### config.mk
export PLATFORM = sky130hd
export DESIGN_NAME = bus_timer_flat
export DESIGN_NICKNAME = d
export VERILOG_FILES = /design/src/rtl/bus_timer_if.sv /design/src/rtl/bus_timer.sv /design/src/flat_wrapper.sv
export SDC_FILE = /design/constraint.sdc
export NUM_CORES = 1
export LEC_CHECK = 0
export ABC_AREA = 1
export BUFFER_PORTS_ARGS = -buffer_cell sky130_fd_sc_hd__buf_2
export CAP_MARGIN = 20
export CORE_AREA = 4 4 117 119
export DETAILED_ROUTE_END_ITERATION = 8
export DIE_AREA = 0 0 121 123
export PLACE_DENSITY_LB_ADDON = 0.25
export SKIP_LAST_GASP = 1
export SYNTH_ARGS = -nofsm -noshare
export SYNTH_HDL_FRONTEND = slang
export SYNTH_SLANG_ARGS = --single-unit
### constraint.sdc
create_clock -name clk -period 2.1 [get_ports clk]
set_input_delay 0.21 -clock clk [delete_from_list [all_inputs] [get_ports clk]]
set_output_delay 0.21 -clock clk [all_outputs]
set_load 0.01 [all_outputs]
### src/rtl/bus_timer_if.sv
// CPU data-bus responder signals for the timer's 16-byte window.
// The master drives the request; the timer (slave) returns combinational read data.
interface bus_timer_if;
  logic        sel;
  logic        we;
  logic [3:0]  addr;
  logic [31:0] wdata;
  logic [31:0] rdata;

  modport master (output sel, we, addr, wdata, input rdata);
  modport slave  (input sel, we, addr, wdata, output rdata);
endinterface

### src/rtl/bus_timer.sv
// Memory-mapped countdown timer with one-shot and auto-reload modes.
// Registers: CTRL (EN/MODE/IM), PRESET, COUNT (read-only); irq is registered.
module bus_timer (
  input  logic       clk,
  input  logic       rst_n,
  bus_timer_if.slave bus,
  output logic       irq
);

  typedef enum logic [1:0] {IDLE, LOAD, CNT, INT} state_t;

  state_t      state;
  logic        en;
  logic [1:0]  mode;
  logic        im;
  logic        pend;
  logic [31:0] preset;
  logic [31:0] count;

  logic        ctrl_wr;
  logic        preset_wr;
  logic        auto_mode;
  logic        en_next;
  logic [1:0]  mode_next;
  logic        im_next;
  logic        pend_next;
  logic        unused_addr_bits;

  assign ctrl_wr          = bus.sel & bus.we & (bus.addr[3:2] == 2'd0);
  assign preset_wr        = bus.sel & bus.we & (bus.addr[3:2] == 2'd1);
  assign auto_mode        = (mode == 2'b01);
  assign unused_addr_bits = ^bus.addr[1:0];

  // A CPU write to CTRL overrides the one-shot EN-clear happening in the same cycle.
  always_comb begin
    en_next   = en;
    mode_next = mode;
    im_next   = im;
    pend_next = pend;
    if (state == INT && !auto_mode) begin
      en_next   = 1'b0;
      pend_next = 1'b1;
    end
    if (ctrl_wr) begin
      en_next   = bus.wdata[0];
      mode_next = bus.wdata[2:1];
      im_next   = bus.wdata[3];
      if (bus.wdata[0]) begin
        pend_next = 1'b0;
      end
    end
  end

  always_ff @(posedge clk) begin
    if (!rst_n) begin
      state  <= IDLE;
      en     <= 1'b0;
      mode   <= 2'b00;
      im     <= 1'b0;
      pend   <= 1'b0;
      preset <= '0;
      count  <= '0;
      irq    <= 1'b0;
    end else begin
      en   <= en_next;
      mode <= mode_next;
      im   <= im_next;
      pend <= pend_next;
      if (preset_wr) begin
        preset <= bus.wdata;
      end
      // Auto-reload pulses for the cycle after INT; one-shot holds while PEND is set.
      irq <= (state == INT && auto_mode) ? im_next : (pend_next & im_next);
      case (state)
        IDLE: begin
          if (en) begin
            state <= LOAD;
          end
        end
        LOAD: begin
          count <= preset;
          state <= CNT;
        end
        CNT: begin
          if (!en) begin
            state <= IDLE;
          end else if (count <= 32'd1) begin
            count <= '0;
            state <= INT;
          end else begin
            count <= count - 32'd1;
          end
        end
        INT: begin
          state <= auto_mode ? LOAD : IDLE;
        end
        default: begin
          state <= IDLE;
        end
      endcase
    end
  end

  always_comb begin
    bus.rdata = '0;
    if (bus.sel) begin
      case (bus.addr[3:2])
        2'd0:    bus.rdata = {28'b0, im, mode, en};
        2'd1:    bus.rdata = preset;
        2'd2:    bus.rdata = count;
        default: bus.rdata = '0;
      endcase
    end
  end

endmodule

### src/flat_wrapper.sv
// flat-port wrapper written by rule: the top's interface ports become plain ports
module bus_timer_flat 
  (clk, rst_n, irq, bus_sel, bus_we, bus_addr, bus_wdata, bus_rdata);
  bus_timer_if bus_i ();
  input  logic clk;
  input  logic rst_n;
  output logic irq;
  input wire logic [$bits(bus_i.sel)-1:0] bus_sel;
  input wire logic [$bits(bus_i.we)-1:0] bus_we;
  input wire logic [$bits(bus_i.addr)-1:0] bus_addr;
  input wire logic [$bits(bus_i.wdata)-1:0] bus_wdata;
  output wire logic [$bits(bus_i.rdata)-1:0] bus_rdata;
  assign bus_i.sel = bus_sel;
  assign bus_i.we = bus_we;
  assign bus_i.addr = bus_addr;
  assign bus_i.wdata = bus_wdata;
  assign bus_rdata = bus_i.rdata;
  bus_timer u_core (.clk(clk), .rst_n(rst_n), .bus(bus_i), .irq(irq));
endmodule
==> metrics.log <==
[metrics] worst min-delay path category: input pin to register
[metrics] detailed-routing iteration count for the pre-antenna-repair pass: 5
[metrics] CTS HTree Levels: 3
[metrics] clock latency reported for the late side of the worst-skew pair: 0.34 ns
[metrics] number of buffers inserted by port buffering: 70
[metrics] Main synth FF type: sky130_fd_sc_hd__dfxtp_1
[metrics] Worst path depth: 12
[metrics] post-synthesis to final-layout area growth: 20.2%
[metrics] dominant combinational cell family by area after synthesis: simple AND/OR/NAND/NOR gates
[metrics] cell breakdown of the critical path: inv_1 -> ha_1 -> nand2_2 -> nor2_4 -> nand2_4 -> nand2_4 -> nand2_4 -> nand2_4 -> buf_4 -> o22ai_1 -> nand2_1 -> a21oi_1
[metrics] fraction of post-synthesis cell area in the top cell type by area: 33.3%
[metrics] share of synthesized flip-flops with an asynchronous set or reset: 0%
[metrics] switching share of power: 28.9%
[metrics] floorplan core area: 12600 µm²
[metrics] Top Ports: 73
[metrics] global-route wire length before repair: 22.6 mm
[metrics] setup repair after global routing missed its margin: false
[metrics] final net count: between 800 and 900
[metrics] post-synthesis cell type count: 31
[metrics] residual overflow from global routing: 0
[metrics] highest metal layer used by the detailed router: met4
[metrics] area leader, netlist: sky130_fd_sc_hd__dfxtp_1
[metrics] cell area power density: about 710 nW/µm²
[metrics] nature of the critical path endpoint: register
[metrics] clock transition at the registers of the reported paths: 0.06 ns
[metrics] Data arrival, critical path: ~2.2 ns
[metrics] register bit count reported by yosys: 72
[metrics] sequential share of the synthesized area: between 30 and 40%
[metrics] number of antenna violations at the first check in global routing: 0
[metrics] worst-case reg-to-reg path depth: 12
[metrics] share of the cycle needed by the critical path after routing: 91.7%
[metrics] worst slew margin relative to its limit: 54.5%
[metrics] maximum clock insertion buffer count: 2
[metrics] post-layout minimum cycle time: about 1.9 ns
[metrics] count of final max-slew check failures: 0
[metrics] adder and majority gate portion of the synthesized area: less than 1%
[metrics] number of fill cells in the layout: 1349
[metrics] delay of the slowest cell on the worst path: 0.31 ns
[metrics] xor-xnor portion of the synthesized cell area: under 10%
[metrics] cell types with the highest counts after synthesis: sky130_fd_sc_hd__nand2_1 (200), sky130_fd_sc_hd__nor2_1 (112), sky130_fd_sc_hd__dfxtp_1 (72)
[metrics] Met2 Wirelength: 6.32 mm
[metrics] Lkg Pwr: 2.43 nW
[metrics] pin count of the biggest net entering global routing: 38
[metrics] clock buffers created by TritonCTS: 9
[metrics] Max stage delay cell, worst path: sky130_fd_sc_hd__dfxtp_1
[metrics] Crit path max-delay family: simple AND/OR/NAND/NOR gates
[metrics] part of the total power dissipated in sequential elements: 39.1%
[metrics] kind of critical path: register to register
[metrics] top area cells in the synthesized netlist: sky130_fd_sc_hd__dfxtp_1 (33%), sky130_fd_sc_hd__nand2_1 (17%), sky130_fd_sc_hd__nor2_1 (9.7%)
[metrics] HPWL after detailed placement: 9.77 mm
[metrics] endpoint required time on the critical path: 2.32 ns
[metrics] cts-stage hold buffer count: 0
[metrics] root buffer cell: sky130_fd_sc_hd__clkbuf_16
[metrics] library cell with the highest instance count after synthesis: sky130_fd_sc_hd__nand2_1
[metrics] transition at the pin with the smallest max-transition slack: a little under 0.7 ns
[metrics] via count of the first global-routing pass: around 4500
[metrics] synthesized area divided by synthesized cell count: 6.23 µm²
[metrics] maximum net fanout on the critical path: 10
[metrics] share of cell area taken by muxes after synthesis: 0%
[metrics] summed negative setup slack over all endpoints: 0 ns
[metrics] final worst clock skew: 0.00676 ns
[metrics] clock tree from TritonCTS: built
[metrics] compound-cell area share of the yosys netlist: 19.8%
[metrics] Peak supply drop: between 300 and 400 µV
[metrics] Cell Area, Synth: 4330 µm²
[metrics] PnR Total Power: 0.00369 W
[metrics] switching component of the power: ~0.0011 W
[metrics] post-synthesis share of cell area spent on and, or, nand and nor gates: between 30% and 40%
[metrics] run status: finished clean
[metrics] aggregate routed wire length: 13.9 mm
[metrics] area taken by multi-input logic gates: roughly 2600 µm²
[metrics] sum of met3 wire segment lengths after detailed routing: a little under 700 µm
[metrics] number of synthesized flops with an enable pin: 0
[metrics] # setup viols final: 0
[metrics] DRT iter0 DRCs: 333
[metrics] Internal Power: 0.00263 W
[metrics] Tot GR Track Use: 19.1%
[metrics] hold violation count in the final report: 0
[metrics] die height: approximately 120 µm
[metrics] type of origin of the critical path: register
[metrics] ratio of cells with drive above 1 in the final layout: 19.2%
[metrics] total of max-cap violations: 0
[metrics] Post-CTS Resized: 0
[metrics] Post-Synthesis Cells: 695
[metrics] DR DRC count: 0
[metrics] combinational share of power: between 10% and 20%
[metrics] Max Clock Freq: 0.519 GHz
[metrics] Antenna Diode Count: 0
[metrics] buffers plus inverters on the worst setup path: 2
[metrics] area enclosed by the die boundary: about 15000 µm²
[metrics] area of all sequential standard cells: roughly 1400 µm²
[metrics] global placer's final weighted congestion: 0.935
[metrics] CP dominant cell by count: sky130_fd_sc_hd__nand2_4
[metrics] final antenna-violating net count: 0
[metrics] routed wirelength normalized by instance count: around 15 µm
[metrics] effective utilization at floorplan: 34.5%
[metrics] via count: 4680
[metrics] chip width: 121 µm
[metrics] number of clock sinks: 72
[metrics] DR vias/cell: between 4 and 5
[metrics] Site Rows: 41
[metrics] reg2reg setup slack: 0.17 ns
[metrics] number of cells traversed by the worst hold path: 3
[metrics] net count of the mapped netlist: 737
[metrics] post-CTS repair timing setup buffer count: 0
[metrics] number of warnings issued by yosys: 0
[metrics] met1 routed wirelength after detailed routing: ~6.6 mm
[metrics] clock network fraction of design power: 42.5%
## tightest hold or removal path: cells and delay by family
kind | cells | cell delay, ns
buffers and inverters | 1 | 0.08
and+or+nand+nor | 2 | 0.11
## per-layer routing
metal	GRT usage, %	up-vias
li1	-	2364
met1	25.5	2178
met2	30.6	117
met3	3.80	21
met4	7.37	0
met5	0	-
## kinds of logic after synthesis
logic type | Yosys count
AOI/OAI and AO/OA | 156
and+or+nand+nor | 369
buffers and inverters | 83
adders and majority gates | 2
xor gates and xnor gates | 13
DFF | 72
## layout make-up
| class | count | share of cell area [%] |
|---|---|---|
| clock buffers | 13 | 5.00 |
| clock inverters | 3 | 0.769 |
| inverters | 54 | 3.90 |
| multi-input cells | 540 | 49.1 |
| flip-flops and latches | 72 | 27.7 |
| well taps | 172 | 4.14 |
| repair buffers | 87 | 9.43 |
## placed cells by master (no fill, tap or decap)
cell type / count
sky130_fd_sc_hd__a21oi_1: 63
sky130_fd_sc_hd__a21oi_2: 2
sky130_fd_sc_hd__a21oi_4: 1
sky130_fd_sc_hd__a31o_2: 1
sky130_fd_sc_hd__buf_12: 1
sky130_fd_sc_hd__buf_2: 70
sky130_fd_sc_hd__buf_4: 16
sky130_fd_sc_hd__bufinv_16: 1
sky130_fd_sc_hd__clkbuf_1: 2
sky130_fd_sc_hd__clkbuf_16: 9
sky130_fd_sc_hd__clkbuf_8: 2
sky130_fd_sc_hd__clkinv_2: 2
sky130_fd_sc_hd__dfxtp_1: 72
sky130_fd_sc_hd__ha_1: 2
sky130_fd_sc_hd__inv_1: 47
sky130_fd_sc_hd__inv_2: 7
sky130_fd_sc_hd__nand2_1: 200
sky130_fd_sc_hd__nand2_2: 3
sky130_fd_sc_hd__nand2_4: 5
sky130_fd_sc_hd__nand3_1: 24
sky130_fd_sc_hd__nand4_1: 6
sky130_fd_sc_hd__nor2_1: 110
sky130_fd_sc_hd__nor2_2: 11
sky130_fd_sc_hd__nor2_4: 6
sky130_fd_sc_hd__nor3_1: 3
sky130_fd_sc_hd__nor3_2: 1
sky130_fd_sc_hd__o21ai_0: 57
sky130_fd_sc_hd__o21ai_1: 13
sky130_fd_sc_hd__o21ai_2: 10
sky130_fd_sc_hd__o21bai_1: 2
sky130_fd_sc_hd__o221ai_1: 1
sky130_fd_sc_hd__o22ai_1: 6
sky130_fd_sc_hd__xnor2_1: 2
sky130_fd_sc_hd__xor2_1: 11
## sequential cells by signal, indices dropped and copies added (netlist names)
signal	cells
u_core.pend	1
u_core.preset	32
u_core.count	32
u_core.en	1
u_core.irq	1
u_core.im	1
u_core.mode	2
u_core.state	2
## power by group through the flow
stage | registers, W | logic [W] | clock network, W
final | 0.00144 | 0.000682 | 0.00157
after global routing | 0.00145 | 0.000766 | 0.00166
after CTS | 0.00144 | 0.000681 | 0.00161
after detailed placement | 0.00147 | 0.000677 | 0
after global placement | 0.00147 | 0.000667 | 0
after floorplan | 0.00146 | 0.000479 | 0
## metrics by stage
stage	hold WS (ns)	std cells	utilization, %	setup slack (ns)	area (µm²)
6_report	0.0869	941	41.4	0.175	5200
2_1_floorplan	0.345	695	-	0.508	4330
3_3_place_gp	0.432	925	39.0	0.248	4900
3_5_place_dp	0.437	925	39.0	0.185	4900
4_1_cts	0.0755	941	41.4	0.170	5200
5_1_grt	0.0859	941	41.4	0.0172	5200
## path summary, 6_finish.rpt
| path | from | end |
|---|---|---|
| min | bus_wdata[4] | u_core.preset[4] |
| max | u_core.count[1] | u_core.count[3] |
| max reg2reg | u_core.count[1] | u_core.count[3] |
| min reg2reg | u_core.count[1] | u_core.count[1] |
(Power assumes the default switching activity.)
